File: src/rtl/column_dispatcher_if.sv
// -----------------------------------------------------------------------------
// column_dispatcher_if
//   Bundles the two handshakes around column_dispatcher: the upstream matrix/row
//   channel to the host sequencer and the column channel to the column_adder.
//
//   Parameters
//     size        cells per column and number of columns
//     cell_width  bits per cell
//
//   Signals (directions seen from the dispatcher, i.e. the slave modport)
//     in_ready   in   upstream matrix valid
//     in_matrix  in   packed matrix, column j at [j*width +: width]
//     out_ack    in   upstream consumed out_row
//     out_ready  out  out_row valid
//     out_row    out  per-column sums, slot j at [j*cell_width +: cell_width]
//     out_error  out  watchdog fired
//     col_valid  out  to adder in_ready
//     col_data   out  to adder in_col
//     col_done   in   from adder out_ready
//     col_sum    in   from adder out_cell
//     col_ack    out  to adder out_ack
//
//   Modports
//     slave   the dispatcher itself
//     master  its environment (host sequencer plus column adder)
// -----------------------------------------------------------------------------
interface column_dispatcher_if #(
    parameter int size       = 4,
    parameter int cell_width = 32
);
    localparam int width = cell_width * size;

    logic                    in_ready;
    logic [width*size-1:0]   in_matrix;
    logic                    out_ack;
    logic                    out_ready;
    logic [width-1:0]        out_row;
    logic                    out_error;
    logic                    col_valid;
    logic [width-1:0]        col_data;
    logic                    col_done;
    logic [cell_width-1:0]   col_sum;
    logic                    col_ack;

    modport slave (
        input  in_ready,
        input  in_matrix,
        input  out_ack,
        output out_ready,
        output out_row,
        output out_error,
        output col_valid,
        output col_data,
        input  col_done,
        input  col_sum,
        output col_ack
    );

    modport master (
        output in_ready,
        output in_matrix,
        output out_ack,
        input  out_ready,
        input  out_row,
        input  out_error,
        input  col_valid,
        input  col_data,
        output col_done,
        output col_sum,
        input  col_ack
    );
endinterface

File: src/rtl/column_dispatcher.sv
// -----------------------------------------------------------------------------
// column_dispatcher
//   Initiator side of the column-reduction handshake. Latches a size x size
//   matrix from the host, issues it one column at a time to a column_adder,
//   collects each returned sum bit-exact into one row vector and hands that row
//   back upstream with a ready/ack handshake.
//
//   Parameters
//     size        cells per column and number of columns
//     cell_width  bits per cell (IEEE-754 single, never interpreted here)
//     width       bits per column and per result row
//     timeout     watchdog limit in cycles (only with the macro below)
//
//   Ports
//     in_clk    in   clock, rising edge
//     in_reset  in   asynchronous active-high reset
//     bus       slave modport of column_dispatcher_if (host + adder channels)
//
//   Build option
//     COLUMN_DISPATCHER_TIMEOUT_EN  when defined, a per-state cycle counter in
//     ISSUE/DROP forces the row out with out_error=1 after `timeout` cycles.
//     When undefined no counter exists and out_error is tied 0.
//
//   state | meaning
//   ------+--------------------------------------------------------------
//   IDLE  | waiting for in_ready; matrix latched on acceptance
//   ISSUE | col_valid/col_data presented, waiting for col_done
//   ACK   | one-cycle col_ack pulse to the adder
//   DROP  | waiting for the adder to drop col_done before next column
//   DONE  | out_ready held with stable out_row until out_ack
// -----------------------------------------------------------------------------
module column_dispatcher #(
    parameter int size       = 4,
    parameter int cell_width = 32,
    parameter int width      = cell_width * size,
    parameter int timeout    = 1024
) (
    input  logic                 in_clk,
    input  logic                 in_reset,
    column_dispatcher_if.slave   bus
);

    localparam int IDX_W = $clog2(size + 1);

    typedef enum logic [2:0] {
        IDLE  = 3'd0,
        ISSUE = 3'd1,
        ACK   = 3'd2,
        DROP  = 3'd3,
        DONE  = 3'd4
    } state_t;

    state_t                  state_q, state_d;
    logic [IDX_W-1:0]        index_q, index_d;
    logic [width*size-1:0]   matrix_q, matrix_d;
    logic                    armed_q, armed_d;
    logic                    out_ready_q, out_ready_d;
    logic [width-1:0]        out_row_q, out_row_d;
    logic                    col_valid_q, col_valid_d;
    logic [width-1:0]        col_data_q, col_data_d;
    logic                    col_ack_q, col_ack_d;

`ifdef COLUMN_DISPATCHER_TIMEOUT_EN
    localparam int WD_W = $clog2(timeout + 1);

    logic [WD_W-1:0]         wd_cnt_q, wd_cnt_d;
    logic                    out_error_q, out_error_d;
    logic                    wd_fire;
`endif

    // Column select by compare loop keeps the index width independent of the
    // part-select arithmetic.
    function automatic logic [width-1:0] column_of(
        input logic [width*size-1:0] m,
        input logic [IDX_W-1:0]      idx
    );
        logic [width-1:0] c;
        c = '0;
        for (int j = 0; j < size; j++) begin
            if (idx == IDX_W'(j)) begin
                c = m[j*width +: width];
            end
        end
        return c;
    endfunction

`ifdef COLUMN_DISPATCHER_TIMEOUT_EN
    always_comb begin
        wd_fire = ((state_q == ISSUE) || (state_q == DROP)) && (wd_cnt_q == '0);
    end
`endif

    always_comb begin
        state_d     = state_q;
        index_d     = index_q;
        matrix_d    = matrix_q;
        armed_d     = armed_q;
        out_ready_d = out_ready_q;
        out_row_d   = out_row_q;
        col_valid_d = col_valid_q;
        col_data_d  = col_data_q;
        col_ack_d   = 1'b0;
`ifdef COLUMN_DISPATCHER_TIMEOUT_EN
        out_error_d = out_error_q;
        wd_cnt_d    = wd_cnt_q;
`endif

        case (state_q)
            IDLE: begin
                if (bus.in_ready) begin
                    matrix_d    = bus.in_matrix;
                    out_row_d   = '0;
                    index_d     = '0;
                    col_data_d  = column_of(bus.in_matrix, '0);
                    col_valid_d = 1'b1;
                    // A col_done already high here is stale; require a low first.
                    armed_d     = ~bus.col_done;
                    state_d     = ISSUE;
                end
            end

            ISSUE: begin
                if (!bus.col_done) begin
                    armed_d = 1'b1;
                end
                if (bus.col_done && armed_q) begin
                    for (int j = 0; j < size; j++) begin
                        if (index_q == IDX_W'(j)) begin
                            out_row_d[j*cell_width +: cell_width] = bus.col_sum;
                        end
                    end
                    col_valid_d = 1'b0;
                    col_ack_d   = 1'b1;
                    state_d     = ACK;
                end
            end

            ACK: begin
                state_d = DROP;
            end

            DROP: begin
                // The adder keeps col_done up one cycle past the ack.
                if (!bus.col_done) begin
                    if (index_q == IDX_W'(size - 1)) begin
                        out_ready_d = 1'b1;
                        state_d     = DONE;
                    end else begin
                        index_d     = index_q + IDX_W'(1);
                        col_data_d  = column_of(matrix_q, index_q + IDX_W'(1));
                        col_valid_d = 1'b1;
                        armed_d     = 1'b1;
                        state_d     = ISSUE;
                    end
                end
            end

            DONE: begin
                if (bus.out_ack) begin
                    out_ready_d = 1'b0;
`ifdef COLUMN_DISPATCHER_TIMEOUT_EN
                    out_error_d = 1'b0;
`endif
                    state_d     = IDLE;
                end
            end

            default: begin
                state_d = IDLE;
            end
        endcase

`ifdef COLUMN_DISPATCHER_TIMEOUT_EN
        // Watchdog overrides whatever the state decided this cycle.
        if (wd_fire) begin
            col_valid_d = 1'b0;
            col_ack_d   = 1'b0;
            out_error_d = 1'b1;
            out_ready_d = 1'b1;
            state_d     = DONE;
        end

        // Down-counter reloads on every state change and outside ISSUE/DROP.
        if ((state_d != state_q) || !((state_q == ISSUE) || (state_q == DROP))) begin
            wd_cnt_d = WD_W'(timeout - 1);
        end else if (wd_cnt_q != '0) begin
            wd_cnt_d = wd_cnt_q - WD_W'(1);
        end
`endif
    end

    always_ff @(posedge in_clk or posedge in_reset) begin
        if (in_reset) begin
            state_q     <= IDLE;
            index_q     <= '0;
            matrix_q    <= '0;
            armed_q     <= 1'b0;
            out_ready_q <= 1'b0;
            out_row_q   <= '0;
            col_valid_q <= 1'b0;
            col_data_q  <= '0;
            col_ack_q   <= 1'b0;
`ifdef COLUMN_DISPATCHER_TIMEOUT_EN
            out_error_q <= 1'b0;
            wd_cnt_q    <= WD_W'(timeout - 1);
`endif
        end else begin
            state_q     <= state_d;
            index_q     <= index_d;
            matrix_q    <= matrix_d;
            armed_q     <= armed_d;
            out_ready_q <= out_ready_d;
            out_row_q   <= out_row_d;
            col_valid_q <= col_valid_d;
            col_data_q  <= col_data_d;
            col_ack_q   <= col_ack_d;
`ifdef COLUMN_DISPATCHER_TIMEOUT_EN
            out_error_q <= out_error_d;
            wd_cnt_q    <= wd_cnt_d;
`endif
        end
    end

    assign bus.out_ready = out_ready_q;
    assign bus.out_row   = out_row_q;
    assign bus.col_valid = col_valid_q;
    assign bus.col_data  = col_data_q;
    assign bus.col_ack   = col_ack_q;
`ifdef COLUMN_DISPATCHER_TIMEOUT_EN
    assign bus.out_error = out_error_q;
`else
    assign bus.out_error = 1'b0;
`endif

endmodule
File: src/flat_wrapper.sv
// flat-port wrapper written by rule: the top's interface ports become plain ports
module column_dispatcher_flat 
#(
    parameter int size       = 4,
    parameter int cell_width = 32,
    parameter int width      = cell_width * size,
    parameter int timeout    = 1024
)
  (in_clk, in_reset, bus_in_ready, bus_in_matrix, bus_out_ack, bus_out_ready, bus_out_row, bus_out_error, bus_col_valid, bus_col_data, bus_col_done, bus_col_sum, bus_col_ack);
  column_dispatcher_if #(.size(size), .cell_width(cell_width)) bus_i ();
  input  logic in_clk;
  input  logic in_reset;
  input wire logic [$bits(bus_i.in_ready)-1:0] bus_in_ready;
  input wire logic [$bits(bus_i.in_matrix)-1:0] bus_in_matrix;
  input wire logic [$bits(bus_i.out_ack)-1:0] bus_out_ack;
  output wire logic [$bits(bus_i.out_ready)-1:0] bus_out_ready;
  output wire logic [$bits(bus_i.out_row)-1:0] bus_out_row;
  output wire logic [$bits(bus_i.out_error)-1:0] bus_out_error;
  output wire logic [$bits(bus_i.col_valid)-1:0] bus_col_valid;
  output wire logic [$bits(bus_i.col_data)-1:0] bus_col_data;
  input wire logic [$bits(bus_i.col_done)-1:0] bus_col_done;
  input wire logic [$bits(bus_i.col_sum)-1:0] bus_col_sum;
  output wire logic [$bits(bus_i.col_ack)-1:0] bus_col_ack;
  assign bus_i.in_ready = bus_in_ready;
  assign bus_i.in_matrix = bus_in_matrix;
  assign bus_i.out_ack = bus_out_ack;
  assign bus_out_ready = bus_i.out_ready;
  assign bus_out_row = bus_i.out_row;
  assign bus_out_error = bus_i.out_error;
  assign bus_col_valid = bus_i.col_valid;
  assign bus_col_data = bus_i.col_data;
  assign bus_i.col_done = bus_col_done;
  assign bus_i.col_sum = bus_col_sum;
  assign bus_col_ack = bus_i.col_ack;
  column_dispatcher #(.size(size), .cell_width(cell_width), .width(width), .timeout(timeout)) u_core (.in_clk(in_clk), .in_reset(in_reset), .bus(bus_i));
endmodule
File: config.mk
export PLATFORM = sky130hd
export DESIGN_NAME = column_dispatcher_flat
export DESIGN_NICKNAME = d
export VERILOG_FILES = /design/src/rtl/column_dispatcher_if.sv /design/src/rtl/column_dispatcher.sv /design/src/flat_wrapper.sv
export SDC_FILE = /design/constraint.sdc
export NUM_CORES = 2
export LEC_CHECK = 0
export CORE_AREA = 8 8 308 310
export CTS_BUF_LIST = sky130_fd_sc_hd__clkbuf_4
export DETAILED_ROUTE_END_ITERATION = 7
export DIE_AREA = 0 0 316 318
export GPL_ROUTABILITY_DRIVEN = 0
export SYNTH_ARGS = -nofsm -noshare
export SYNTH_HDL_FRONTEND = slang
export SYNTH_SLANG_ARGS = --single-unit
File: constraint.sdc
create_clock -name in_clk -period 54.9 [get_ports in_clk]
set_input_delay 5.49 -clock in_clk [delete_from_list [all_inputs] [get_ports in_clk]]
set_output_delay 5.49 -clock in_clk [all_outputs]
set_load 0.005 [all_outputs]
==> impl_metrics.py <==
metrics = {
    "route": {
        "totalWireLength_mm": 127,
        "ant_nets": 0,
        "drt_pass1_iterations": 5,
        "drt_iter0_drc": 2572,
        "drc_errors": 0,
        "routedWlPerCell_microns": 22.1,
        "vias_per_cell": 5.17,
        "vias": 29600,
    },
    "floorplanning": {
        "die_h_microns": 318,
        "pin_count": 809,
        "initial_core_util_pct": 37.5,
        "rows": 110,
        "coreArea_sq_um": 89600,
        "dieWidth_microns": 316,
        "dieArea_sq_um": 100000,
    },
    "clocking": {
        "clock_path_buffers": 3,
        "cts_tree": "yes",
        "clk_pin_slew_ns": 0.06,
        "clock_latency_ns": 1.08,
        "htree_num_levels": 4,
        "cts.sinks": 778,
        "postCtsSetupRepairBufs": 0,
        "cts_made_buffers": 207,
        "cts_resized": 0,
        "clockRootBuffer": "clkbuf_4",
        "cts-hold-fix-buffers": 0,
    },
    "yosys": {
        "synth_flop_cell": "dfrtp_1",
        "ys_types": 43,
        "async_flop_share_pct": 100,
        "yosys_warnings": 0,
        "ys_seq_area_share_pct": 57.9,
        "syn_inst": 3594,
        "syn-mean-instance-area_sq_um": 9.35,
        "synth-edff-count": 0,
        "syn_area_sq_um": 33600,
        "synth_fp_nets": 4149,
        "yosys_register_bits": 778,
    },
    "grt": {
        "grt_max_degree": 219,
        "antenna_found_initial": 47,
        "grt_pass1_vias": 29953,
        "overflow": 0,
        "grtUsageTotal_pct": 24.6,
        "grt_pass1_wl_mm": 191,
    },
    "placement": {
        "port_buffers": 807,
        "placed_cells": 5329,
        "dp_hpwl_mm": 83.4,
    },
    "sta": {
        "hold_viol_final": 0,
        "period_minus_slack_ns": 9.38,
        "fin_setup_tns_ns": 0,
        "maxSlewViolCount": 0,
        "clock_skew_ns": 0.0640,
        "rsz0062_at_grt": "no",
        "maxSlewHeadroom_pct": 19.8,
        "clock.fmax_mhz": 107,
        "setup_viol": 0,
        "min_period_over_period_pct": 17.1,
        "worst_pin_slew_ns": 1.20,
    },
    "layout": {
        "layoutNonFillerInstCount": 5729,
        "final_nets": 4917,
        "drive_gt1_share_pct": 8.74,
        "final_cell_mix": "nand2_1, clkdlybuf4s50_1, dfrtp_1",
        "utilization_pct": 49.7,
        "layout_commonest_cell": "nand2_1",
        "area_growth_pct": 32.4,
    },
    "critical_path": {
        "crit_path_top_delay_cell": "buf_4",
        "criticalPathCategory": "in -> reg",
        "crit-reg2reg-capture": "u_core.bus.col_data[125]$_DFFE_PP0P_",
        "crit_family": "buffers and inverters",
        "endpoint_kind": "register",
        "critPathArrivalTime_ns": 10.31,
        "cpPeakStageDelay_ns": 0.92,
        "cp_num_buf_inv": 4,
        "cp_max_fo": 100,
        "cp_cell_sequence": "clkdlybuf4s50_1, nor2b_2, and2_4, buf_4, buf_4, buf_4, a22oi_1, o31ai_1",
        "r2r-start": "u_core.state_q[0]$_DFFE_PP0P_",
        "r2r_slack_ns": 49.90,
        "reg2reg_depth": 7,
        "worstPathRequired_ns": 55.83,
        "cpMostUsedCell": "buf_4",
        "startpoint_type": "input pin",
    },
    "power": {
        "peakVddDrop_uv": 46.5,
        "cellPowerDensity_nw_per_um2": 55.5,
        "leakage_nw": 21.0,
    },
    "min_path": {
        "holdCritPathClass": "reg -> reg",
        "worstHoldEndpoint": "u_core.matrix_q[505]$_DFFE_PP0P_",
        "min_from": "u_core.matrix_q[505]$_DFFE_PP0P_",
        "min_path_cells": 2,
    },
    "run": {
        "maxCapViolations": 0,
    },
    "outcome": {
        "status": "finished clean",
    },
}
==> worst register-to-register path, delay by kind of cell, from the launching register on <==
kind                   cells  cell delay (ns)
AND/OR/NAND/NOR            2             1.40
flip-flops                 1             0.51
AO/OA/AOI/OAI              2             0.34
buffers and inverters      3             2.61
==> metrics by stage <==
stage	hold slack, ns	total power [mW]	setup slack (ns)	instance area, sq um
6_report	0.468	2.47	45.52	44500
5_1_grt	0.483	2.66	45.17	44500
4_1_cts	0.472	2.49	45.73	44400
3_5_place_dp	0.457	1.97	44.56	41800
3_3_place_gp	0.452	1.95	44.53	41800
2_1_floorplan	0.440	1.56	27.57	33600
==> synth_stat cells (3+ instances only) <==
master | count | share of area (%)
ha_1 | 6 | 0.22
nor2_1 | 6 | 0.067
nor2b_1 | 5 | 0.093
o21ai_0 | 214 | 3.2
clkbuf_2 | 9 | 0.13
o221ai_4 | 4 | 0.31
nand2_1 | 1706 | 19
buf_2 | 144 | 2.1
dfrtp_1 | 778 | 58
inv_1 | 5 | 0.056
buf_4 | 3 | 0.067
a21oi_1 | 3 | 0.045
buf_6 | 66 | 2.2
clkbuf_1 | 60 | 0.67
a22oi_1 | 248 | 5.5
o21ai_1 | 45 | 0.67
a221o_1 | 128 | 3.8
a22oi_2 | 8 | 0.30
buf_1 | 3 | 0.033
o31ai_1 | 128 | 2.9
==> cell type report <==
type                            count  area, sq um
Antenna cell                       43          108
Clock buffer                      319         2390
Clock inverter                     38          213
Fill cell                        8580        45100
Inverter                            6         30.0
Multi-Input combinational cell   2523        12400
Sequential cell                   778        19500
Tap cell                         1176         1470
Timing Repair Buffer              846         8420
==> power breakdown <==
part	leakage [nW]	total [mW]	internal, mW	switching [mW]
sequential	9.94	0.956	0.819	0.137
clock	1.56	0.516	0.271	0.245
combinational	9.48	1.00	0.420	0.580
==> worst max path at each step <==
stage                  from  cells after the start                                   end
2_1_floorplan      in_reset                      1            u_core.armed_q$_DFFE_PP0P_
3_3_place_gp       in_reset                      6      u_core.matrix_q[428]$_DFFE_PP0P_
3_5_place_dp   bus_in_ready                      8  u_core.bus.col_data[125]$_DFFE_PP0P_
4_1_cts        bus_in_ready                      8  u_core.bus.col_data[125]$_DFFE_PP0P_
5_1_grt            in_reset                      6      u_core.matrix_q[306]$_DFFE_PP0P_
6_report       bus_in_ready                      8  u_core.bus.col_data[125]$_DFFE_PP0P_
==> routing by layer <==
layer | part of all wire [%] | track usage (%)
met5 | 0.090 | 0
met4 | 3.3 | 11.5
met3 | 8.4 | 7.44
met2 | 48 | 39.4
met1 | 40 | 30.2
==> kinds of logic (layout without fill, tap and decap cells) <==
logic type                 after synthesis  after routing  share of synthesized area, %
AOI/OAI and AO/OA                      785            785                          16.9
and+or+nand+nor                       1731           1731                          19.5
adders and majority gates                6              6                         0.223
DFF                                    778            778                          57.9
buffers and inverters                  293           1209                          5.41
other                                    1             44                        0.0112
==> flip-flops by register name (all words and copies together), names as in the netlist <==
register and flops:
u_core.armed_q 1, u_core.bus.col_ack 1, u_core.bus.col_data 128, u_core.bus.col_valid 1, u_core.bus.out_ready 1, u_core.bus.out_row 128, u_core.index_q 3, u_core.matrix_q 512
u_core.state_q 3
Power figures use the tool's default switching activity.
